### src/rtl/ram_block_arbiter.sv
// rtl/ram_block_arbiter.sv - two-requester arbiter for the SDRAM block-command port
//
// Serialises whole block transfers from the image-capture writer (IMG) and
// the readout engine (RD) onto one SDRAM command port. IMG has priority.
// RD is guaranteed a grant after at most ImgBurstMax consecutive IMG grants
// made while RD was waiting.
//
// Ports:
//   clk, rst          clock; synchronous active-high reset
//   img_req/img_block IMG level request and block index
//   img_ack/img_done  IMG one-cycle accept / completion pulses
//   rd_req/rd_block   RD level request and block index
//   rd_ack/rd_done    RD one-cycle accept / completion pulses
//   ram_cmd_trigger   command valid to the RAM controller
//   ram_cmd_write     1 = write (IMG), 0 = read (RD)
//   ram_cmd_block     block index of the current command
//   ram_cmd_ready     RAM controller accepts when trigger and ready are high
//   ram_done          one-cycle pulse: current transfer complete
//   busy              high while a transfer is being issued or awaited
//   owner             grant holder, 1 = IMG, 0 = RD; valid while busy
module ram_block_arbiter #(
    parameter int BlockWidth  = 11,
    parameter int ImgBurstMax = 4
) (
    input  logic                  clk,
    input  logic                  rst,
    input  logic                  img_req,
    input  logic [BlockWidth-1:0] img_block,
    output logic                  img_ack,
    output logic                  img_done,
    input  logic                  rd_req,
    input  logic [BlockWidth-1:0] rd_block,
    output logic                  rd_ack,
    output logic                  rd_done,
    output logic                  ram_cmd_trigger,
    output logic                  ram_cmd_write,
    output logic [BlockWidth-1:0] ram_cmd_block,
    input  logic                  ram_cmd_ready,
    input  logic                  ram_done,
    output logic                  busy,
    output logic                  owner
);

    localparam int CntWidth = $clog2(ImgBurstMax + 1);
    localparam logic [CntWidth-1:0] CntMax = CntWidth'(ImgBurstMax);

    typedef enum logic [1:0] {
        ST_IDLE,
        ST_ISSUE,
        ST_WAIT
    } state_t;

    state_t                state_q, state_d;
    logic [CntWidth-1:0]   burst_cnt, burst_cnt_d;
    logic                  trigger_d, write_d, owner_d, busy_d;
    logic [BlockWidth-1:0] block_d;
    logic                  img_ack_d, rd_ack_d, img_done_d, rd_done_d;
    logic                  grant_img;

    // IMG wins unless RD is also waiting and IMG has used up its burst.
    assign grant_img = img_req && !(rd_req && (burst_cnt == CntMax));

    always_comb begin
        state_d     = state_q;
        burst_cnt_d = burst_cnt;
        trigger_d   = ram_cmd_trigger;
        write_d     = ram_cmd_write;
        block_d     = ram_cmd_block;
        owner_d     = owner;
        busy_d      = busy;
        img_ack_d   = 1'b0;
        rd_ack_d    = 1'b0;
        img_done_d  = 1'b0;
        rd_done_d   = 1'b0;

        case (state_q)
            ST_IDLE: begin
                if (img_req || rd_req) begin
                    state_d   = ST_ISSUE;
                    trigger_d = 1'b1;
                    busy_d    = 1'b1;
                    owner_d   = grant_img;
                    write_d   = grant_img;
                    block_d   = grant_img ? img_block : rd_block;
                    if (grant_img) begin
                        // Only grants made while RD is waiting count toward starvation.
                        if (rd_req) begin
                            burst_cnt_d = (burst_cnt == CntMax) ? CntMax : burst_cnt + 1'b1;
                        end else begin
                            burst_cnt_d = '0;
                        end
                    end else begin
                        burst_cnt_d = '0;
                    end
                end
            end
            ST_ISSUE: begin
                if (ram_cmd_ready) begin
                    state_d   = ST_WAIT;
                    trigger_d = 1'b0;
                    img_ack_d = owner;
                    rd_ack_d  = !owner;
                end
            end
            ST_WAIT: begin
                if (ram_done) begin
                    state_d    = ST_IDLE;
                    busy_d     = 1'b0;
                    img_done_d = owner;
                    rd_done_d  = !owner;
                end
            end
            default: begin
                state_d = ST_IDLE;
            end
        endcase
    end

    always_ff @(posedge clk) begin
        if (rst) begin
            state_q         <= ST_IDLE;
            burst_cnt       <= '0;
            ram_cmd_trigger <= 1'b0;
            ram_cmd_write   <= 1'b0;
            ram_cmd_block   <= '0;
            owner           <= 1'b0;
            busy            <= 1'b0;
            img_ack         <= 1'b0;
            rd_ack          <= 1'b0;
            img_done        <= 1'b0;
            rd_done         <= 1'b0;
        end else begin
            state_q         <= state_d;
            burst_cnt       <= burst_cnt_d;
            ram_cmd_trigger <= trigger_d;
            ram_cmd_write   <= write_d;
            ram_cmd_block   <= block_d;
            owner           <= owner_d;
            busy            <= busy_d;
            img_ack         <= img_ack_d;
            rd_ack          <= rd_ack_d;
            img_done        <= img_done_d;
            rd_done         <= rd_done_d;
        end
    end

endmodule

### config.mk
export PLATFORM = sky130hd
export DESIGN_NAME = ram_block_arbiter
export DESIGN_NICKNAME = d
export VERILOG_FILES = /design/src/rtl/ram_block_arbiter.sv
export SDC_FILE = /design/constraint.sdc
export NUM_CORES = 1
export LEC_CHECK = 0
export BUFFER_PORTS_ARGS = -buffer_cell sky130_fd_sc_hd__buf_2
export CAP_MARGIN = 25
export CORE_ASPECT_RATIO = 1.2
export CORE_MARGIN = 4
export CORE_UTILIZATION = 40
export DETAILED_ROUTE_END_ITERATION = 16
export GPL_TIMING_DRIVEN = 0
export PLACE_DENSITY = 0.74
export SLEW_MARGIN = 20
export SYNTH_ARGS = -nofsm -noshare
export SYNTH_HDL_FRONTEND = slang
export SYNTH_SLANG_ARGS = --single-unit
### constraint.sdc
create_clock -name clk -period 1.29 [get_ports clk]
set_input_delay 0.129 -clock clk [delete_from_list [all_inputs] [get_ports clk]]
set_output_delay 0.129 -clock clk [all_outputs]
set_load 0.005 [all_outputs]
==> results of run 1 <==
-- area by class of cell --
class,instances,area [um^2]
buffer,10,76.3
clock buffer,4,26.3
fill,254,1110
inverter,3,11.3
multi-input combinational,84,603
sequential,23,463
tap,33,41.3
timing repair buffer,51,268
-- timing repair --
item                                    4_1_cts  5_1_grt
endpoints found under the setup margin       11       12
gates cloned                                  2        0
buffers inserted                              3        0
pin swaps                                     2        1
hold buffers                                  0        0
resized for setup                            13        0
-- routing by layer --
metal / track usage / vias up / wire length (um)
met5: 0 / - / 0
met3: 0.0273 / 6 / 144
met1: 0.180 / 522 / 1200
met2: 0.301 / 28 / 1610
met4: 0.0712 / 0 / 38
li1: - / 558 / -
-- cells in the final DEF (no fill, tap or decap), types with 3 or more instances in the layout --
cell      instances
a21oi_1          17
a311oi_2         10
buf_2            47
buf_4             7
buf_6             4
clkbuf_1          3
clkbuf_4          3
dfxtp_1          21
inv_2             3
nand2_1           5
nand3_1          14
nor2_1            5
o21ai_0           4
o21ai_1           9
-- cell families after synthesis --
kind of cell             after synthesis  share of synthesized area
AO/OA/AOI/OAI                         45                      0.306
adder cells (fa/ha/maj)                2                     0.0224
AND/OR/NAND/NOR                       37                      0.189
flip-flops                            23                      0.413
buffers and inverters                 13                     0.0696
-- worst max-delay path by stage --
stage | slack [ps] | startpoint | to
after floorplan | -20 | burst_cnt[0] | ram_cmd_block[0]
after global placement | -100 | burst_cnt[0] | ram_cmd_block[8]
after detailed placement | -180 | burst_cnt[0] | ram_cmd_block[7]
after CTS | -40 | burst_cnt[0] | ram_cmd_block[7]
after global routing | -120 | burst_cnt[0] | ram_cmd_block[4]
final | -30 | burst_cnt[0] | ram_cmd_block[0]
-- worst reg2reg max path: stages, from the launching register on --
cell,delay [ps]
dfxtp_2,370
inv_2,60
ha_4,160
and3_4,190
buf_4,150
o21ai_1,150
a311oi_2,110
-- power groups by stage --
stage / combinational (uW) / clock (uW) / sequential (uW)
2_1_floorplan: 225 / 0 / 825
3_3_place_gp: 360 / 0 / 821
3_5_place_dp: 371 / 0 / 824
4_1_cts: 384 / 332 / 810
5_1_grt: 421 / 369 / 820
6_report: 383 / 326 / 809
-- stage by stage --
stage               instances  power (uW)
detailed placement        199        1200
finish                    208        1520
global route              208        1610
floorplan                 120        1050
global placement          199        1180
CTS                       208        1530
==> results.md, run 1 <==
- Sequential cell area fraction in the yosys report: 0.413
- Routed Antenna Nets: 0
- Largest regs: ram_cmd_block x11, burst_cnt x3, state_q x2
- Worst path arrival time: 1490 ps
- Distinct cells, synth: 28
- Fmax: around 760 MHz
- Vias in the first global route: 1113
- Dpl ws: -185 ps
- Row count: 20
- R2R Setup Slk: -30 ps
- Synth Register Bits: 23
- RSZ-0062 raised after global routing: true
- VDD IR max: around 660 uV
- Crit-path max FO: 5
- Worst reg2reg path depth: 6
- RR Startpoint: burst_cnt[0]
- CTS Sinks: 23
- Final period utilization: 1.02
- Failing checks: negative setup slack
- Max reg flops: 11
- Mapped Nets: 150
- Worst slew pin tran: 733 ps
- Leakage power: roughly 0.00063 uW
- Global placer's final weighted congestion: around 0.73
- Clock transition at path regs: ~130 ps
- Clk Latency, worst-skew pair: roughly 300 ps
- Final Util: 0.572
- Clock power share: 0.215
- Commonest cells in the netlist: 23 x dfxtp_1, 17 x a21oi_1, 15 x nand3_1
- P_int: approximately 1100 uW
- Critical path's top delay family: flip-flops
- RR Endpoint: ram_cmd_block[0]
- EDFF count, synth: 0
- Clock Path Buffers: 2
- CTS Buf Count: 3
- Status: complete, but fails checks
- Critical path's slowest cell: dfxtp_2
- Chip width: roughly 56 um
- Most used DFF post-synth: dfxtp_1
- TNS Setup: -161 ps
- Clock root cell: clkbuf_4
- Top cell type's share of synthesized area: 0.413
- Initial core utilization: 0.428
- Sequential group share of total power: 0.533
- Net switching power figure: about 440 uW
- CTS tree: done
- Vias: 1114
- Logic pwr share: 0.252
- Crit-path cells: inv_2 > ha_4 > and3_4 > buf_4 > o21ai_1 > a311oi_2
- Fin nets: 206
- Die Y: roughly 66 um
- Worst hold path class: in2reg
- DRC errors left: 0
- Final clock skew: between 9 and 10 ps
- DR pass1 iterations: 4
- Core ar.: 2600 um^2
- Initial DRC Count: 23
- PwrDens: around 1000 nW/um^2
- Setup crit start kind: flop
- Placed Instance Area: 1390 um^2
- Setup ws final: -26.1 ps
- Max-cap viol count: 0
- Antenna violations before repair: 0
- Async SR Flop Fraction: 0
- Synth area leaders: dfxtp_1 41%, a311oi_2 13%, a21oi_1 7.6%
- WHS: 23.5 ps
- Number of I/O port buffers: 46
- Gr ovfl total: 0
- Post-Layout Inst Area: ~1500 um^2
- Synth Warn #: 0
- Most frequent cell after synthesis: dfxtp_1
- Hold depth: 2
- Post-Syn Area: between 1000 and 1500 um^2
- Drt total wl: 2.99 mm
- Biggest register: ram_cmd_block
- WHS Endpoint: state_q[0]
- Avg Vias per Cell: about 5.4
- Area Growth Syn to Fin: 33.6%
- WL per Instance: 14.4 um
- Syn Inst Count: 120
- Die ar.: about 3700 um^2
- Final-report max-slew violation count: 0
- Tmin final: approximately 1300 ps
- Layout cells sized above 1: 0.491
- Worst path bufs/invs: 2
- Critical Path Stages: 6
- Setup violations, final: 9
- Largest net degree at the start of global routing: 13
- Kind of critical path: reg2reg
- H-tree levels: 1
- Dpl hpwl: approximately 2.1 mm
- Critical Path RT: 1460 ps
- GR Util All Layers: 0.162
- I/O Pins: 47
- Worst Setup End Kind: flop
- Post-synthesis average cell area: ~9.3 um^2
- Final hold vios: 0
- Slew Limit Headroom: 0.511
- Switching Share: 0.289
- Antenna cells: 0
- Leading area contributor after synthesis: dfxtp_1
- Max incr delay on CP: between 300 and 400 ps
- First-pass GRT wire length: about 5 mm
- Worst hold start: ram_cmd_ready
(Power assumes the default switching activity.)
==> run 2, diff against run 1 <==
Settings changed: BUFFER_PORTS_ARGS -buffer_cell sky130_fd_sc_hd__buf_2 to unset, DONT_BUFFER_PORTS set to 1, PLACE_DENSITY 0.74 to 0.57.
Clock period 1.29 ns to 1.4 ns, I/O delays scaled along.
==> results.md, run 2 (synthesis results as in run 1) <==
- # fillers: between 200 and 300
- CTS Buf Count: 3
- Clock root cell: clkbuf_4
- Worst path arrival time: around 1600 ps
- Antenna cells: 0
- Fin nets: 160
- Number of I/O port buffers: 0
- RSZ-0062 raised after global routing: true
- Worst hold path class: in2reg
- Vias: between 900 and 1000
- Gr ovfl total: 0
- Largest regs: ram_cmd_block x11, burst_cnt x3, state_q x2
- CTS tree: done
- Final hold vios: 0
- Initial DRC Count: 40
- Drt total wl: approximately 2.8 mm
- GR Util All Layers: 0.161
- WL per Instance: around 17 um
- TNS Setup: 0 ps
- Most frequent cells in the layout: 21 x dfxtp_1, 17 x a21oi_1, 14 x nand3_1, 10 x o21ai_1, 10 x a311oi_2
- CTS Sinks: 23
- Antenna violations before repair: 0
- PwrDens: 1050 nW/um^2
- Row count: 20
- Final period utilization: 0.949
- Global placer's final weighted congestion: roughly 0.72
- Die ar.: around 3700 um^2
- Layout cells sized above 1: 0.264
- Chip width: about 56 um
- Critical Path RT: between 1500 and 2000 ps
- Routed Antenna Nets: 0
- Leakage power: approximately 0.00043 uW
- Worst Setup End Kind: flop
- Tmin final: around 1300 ps
- Dpl hpwl: roughly 2.0 mm
- Kind of critical path: reg2reg
- Status: finished, final reports clean
- DRC errors left: 0
- Clk Latency, worst-skew pair: between 300 and 400 ps
- Final clock skew: around 4.3 ps
- Core ar.: roughly 2600 um^2
- Max-cap viol count: 0
- Die Y: roughly 66 um
- Crit-path max FO: 10
- Clock transition at path regs: approximately 130 ps
- Vias in the first global route: approximately 1000
- DR pass1 iterations: 4
- Largest net degree at the start of global routing: 14
- Setup violations, final: 0
- First-pass GRT wire length: 4.68 mm
- Worst slew pin tran: between 600 and 700 ps
- Slew Limit Headroom: 0.543
- Initial core utilization: 0.428
- Fmax: ~750 MHz
- Biggest register: ram_cmd_block
- Area Growth Syn to Fin: 13.8%
- I/O Pins: 47
- Final-report max-slew violation count: 0
- Power, Total: between 1000 and 1500 uW
- H-tree levels: 1
- Most common cell after layout, fill and taps aside: dfxtp_1
- Setup crit start kind: flop
- VDD IR max: roughly 580 uV
- Post-CTS setup buffers: 0
- Clock Path Buffers: 2
- Avg Vias per Cell: 5.79
- Max reg flops: 11
-- run 2: per-layer routing --
metal / part of all wire / global-route usage / wire length, um / up-vias
met1: 0.41 / 0.184 / 1130 / 431
met3: 0.079 / 0.0527 / 217 / 5
met4: 0.016 / 0.0772 / 44 / 0
met2: 0.49 / 0.269 / 1360 / 38
li1: - / - / - / 464
met5: 0 / 0 / 0 / -
-- run 2: report_power, final --
part           internal (uW)  switching, uW  leakage [uW]
Clock                    107            209     0.0000177
Sequential               710           49.7      0.000190
Combinational            122            136      0.000221
-- run 2: metrics by stage --
step / instances / util / setup slack (ps) / hold slack, ps / area [um^2]
4_1_cts: 162 / 0.483 / 11.5 / 2.43 / 1260
2_1_floorplan: 120 / - / 51.7 / 225 / 1110
6_report: 162 / 0.488 / 71.7 / 6.60 / 1270
3_5_place_dp: 153 / 0.444 / -113 / 228 / 1160
5_1_grt: 162 / 0.488 / -0.171 / 0.853 / 1270
3_3_place_gp: 153 / 0.444 / -75.0 / 226 / 1160
-- run 2: layout make-up --
class	instances	area (um^2)	share of cell area
repair buffers	5	50.0	0.0394
inverters	3	11.3	0.00888
flip-flops and latches	23	463	0.365
multi-input cells	84	599	0.472
plain buffers	10	76.3	0.0602
clock inverters	1	5.00	0.00394
well taps	33	41.3	0.0325
clock buffers	3	22.5	0.0178
-- run 2: final timing paths --
check	from	endpoint	slack, ps	depth (start not counted)
setup / recovery	burst_cnt[1]	ram_cmd_block[3]	70	6
setup reg to reg	burst_cnt[1]	ram_cmd_block[3]	70	6
hold reg to reg	busy	busy	490	2
hold / removal	img_req	ram_cmd_block[6]	7	2
-- run 2: timing repair --
item,in CTS,in global routing
endpoints found under the hold margin,5,0
gates resized for setup,16,3
hold buffers,5,0
setup endpoints to repair,10,10
-- run 2: critical path: stages, from the launching register on --
cell and delay (ps):
dfxtp_2 350, inv_1 80, ha_4 150, and3_4 190, buf_6 140, o21ai_1 70
a311oi_2 260
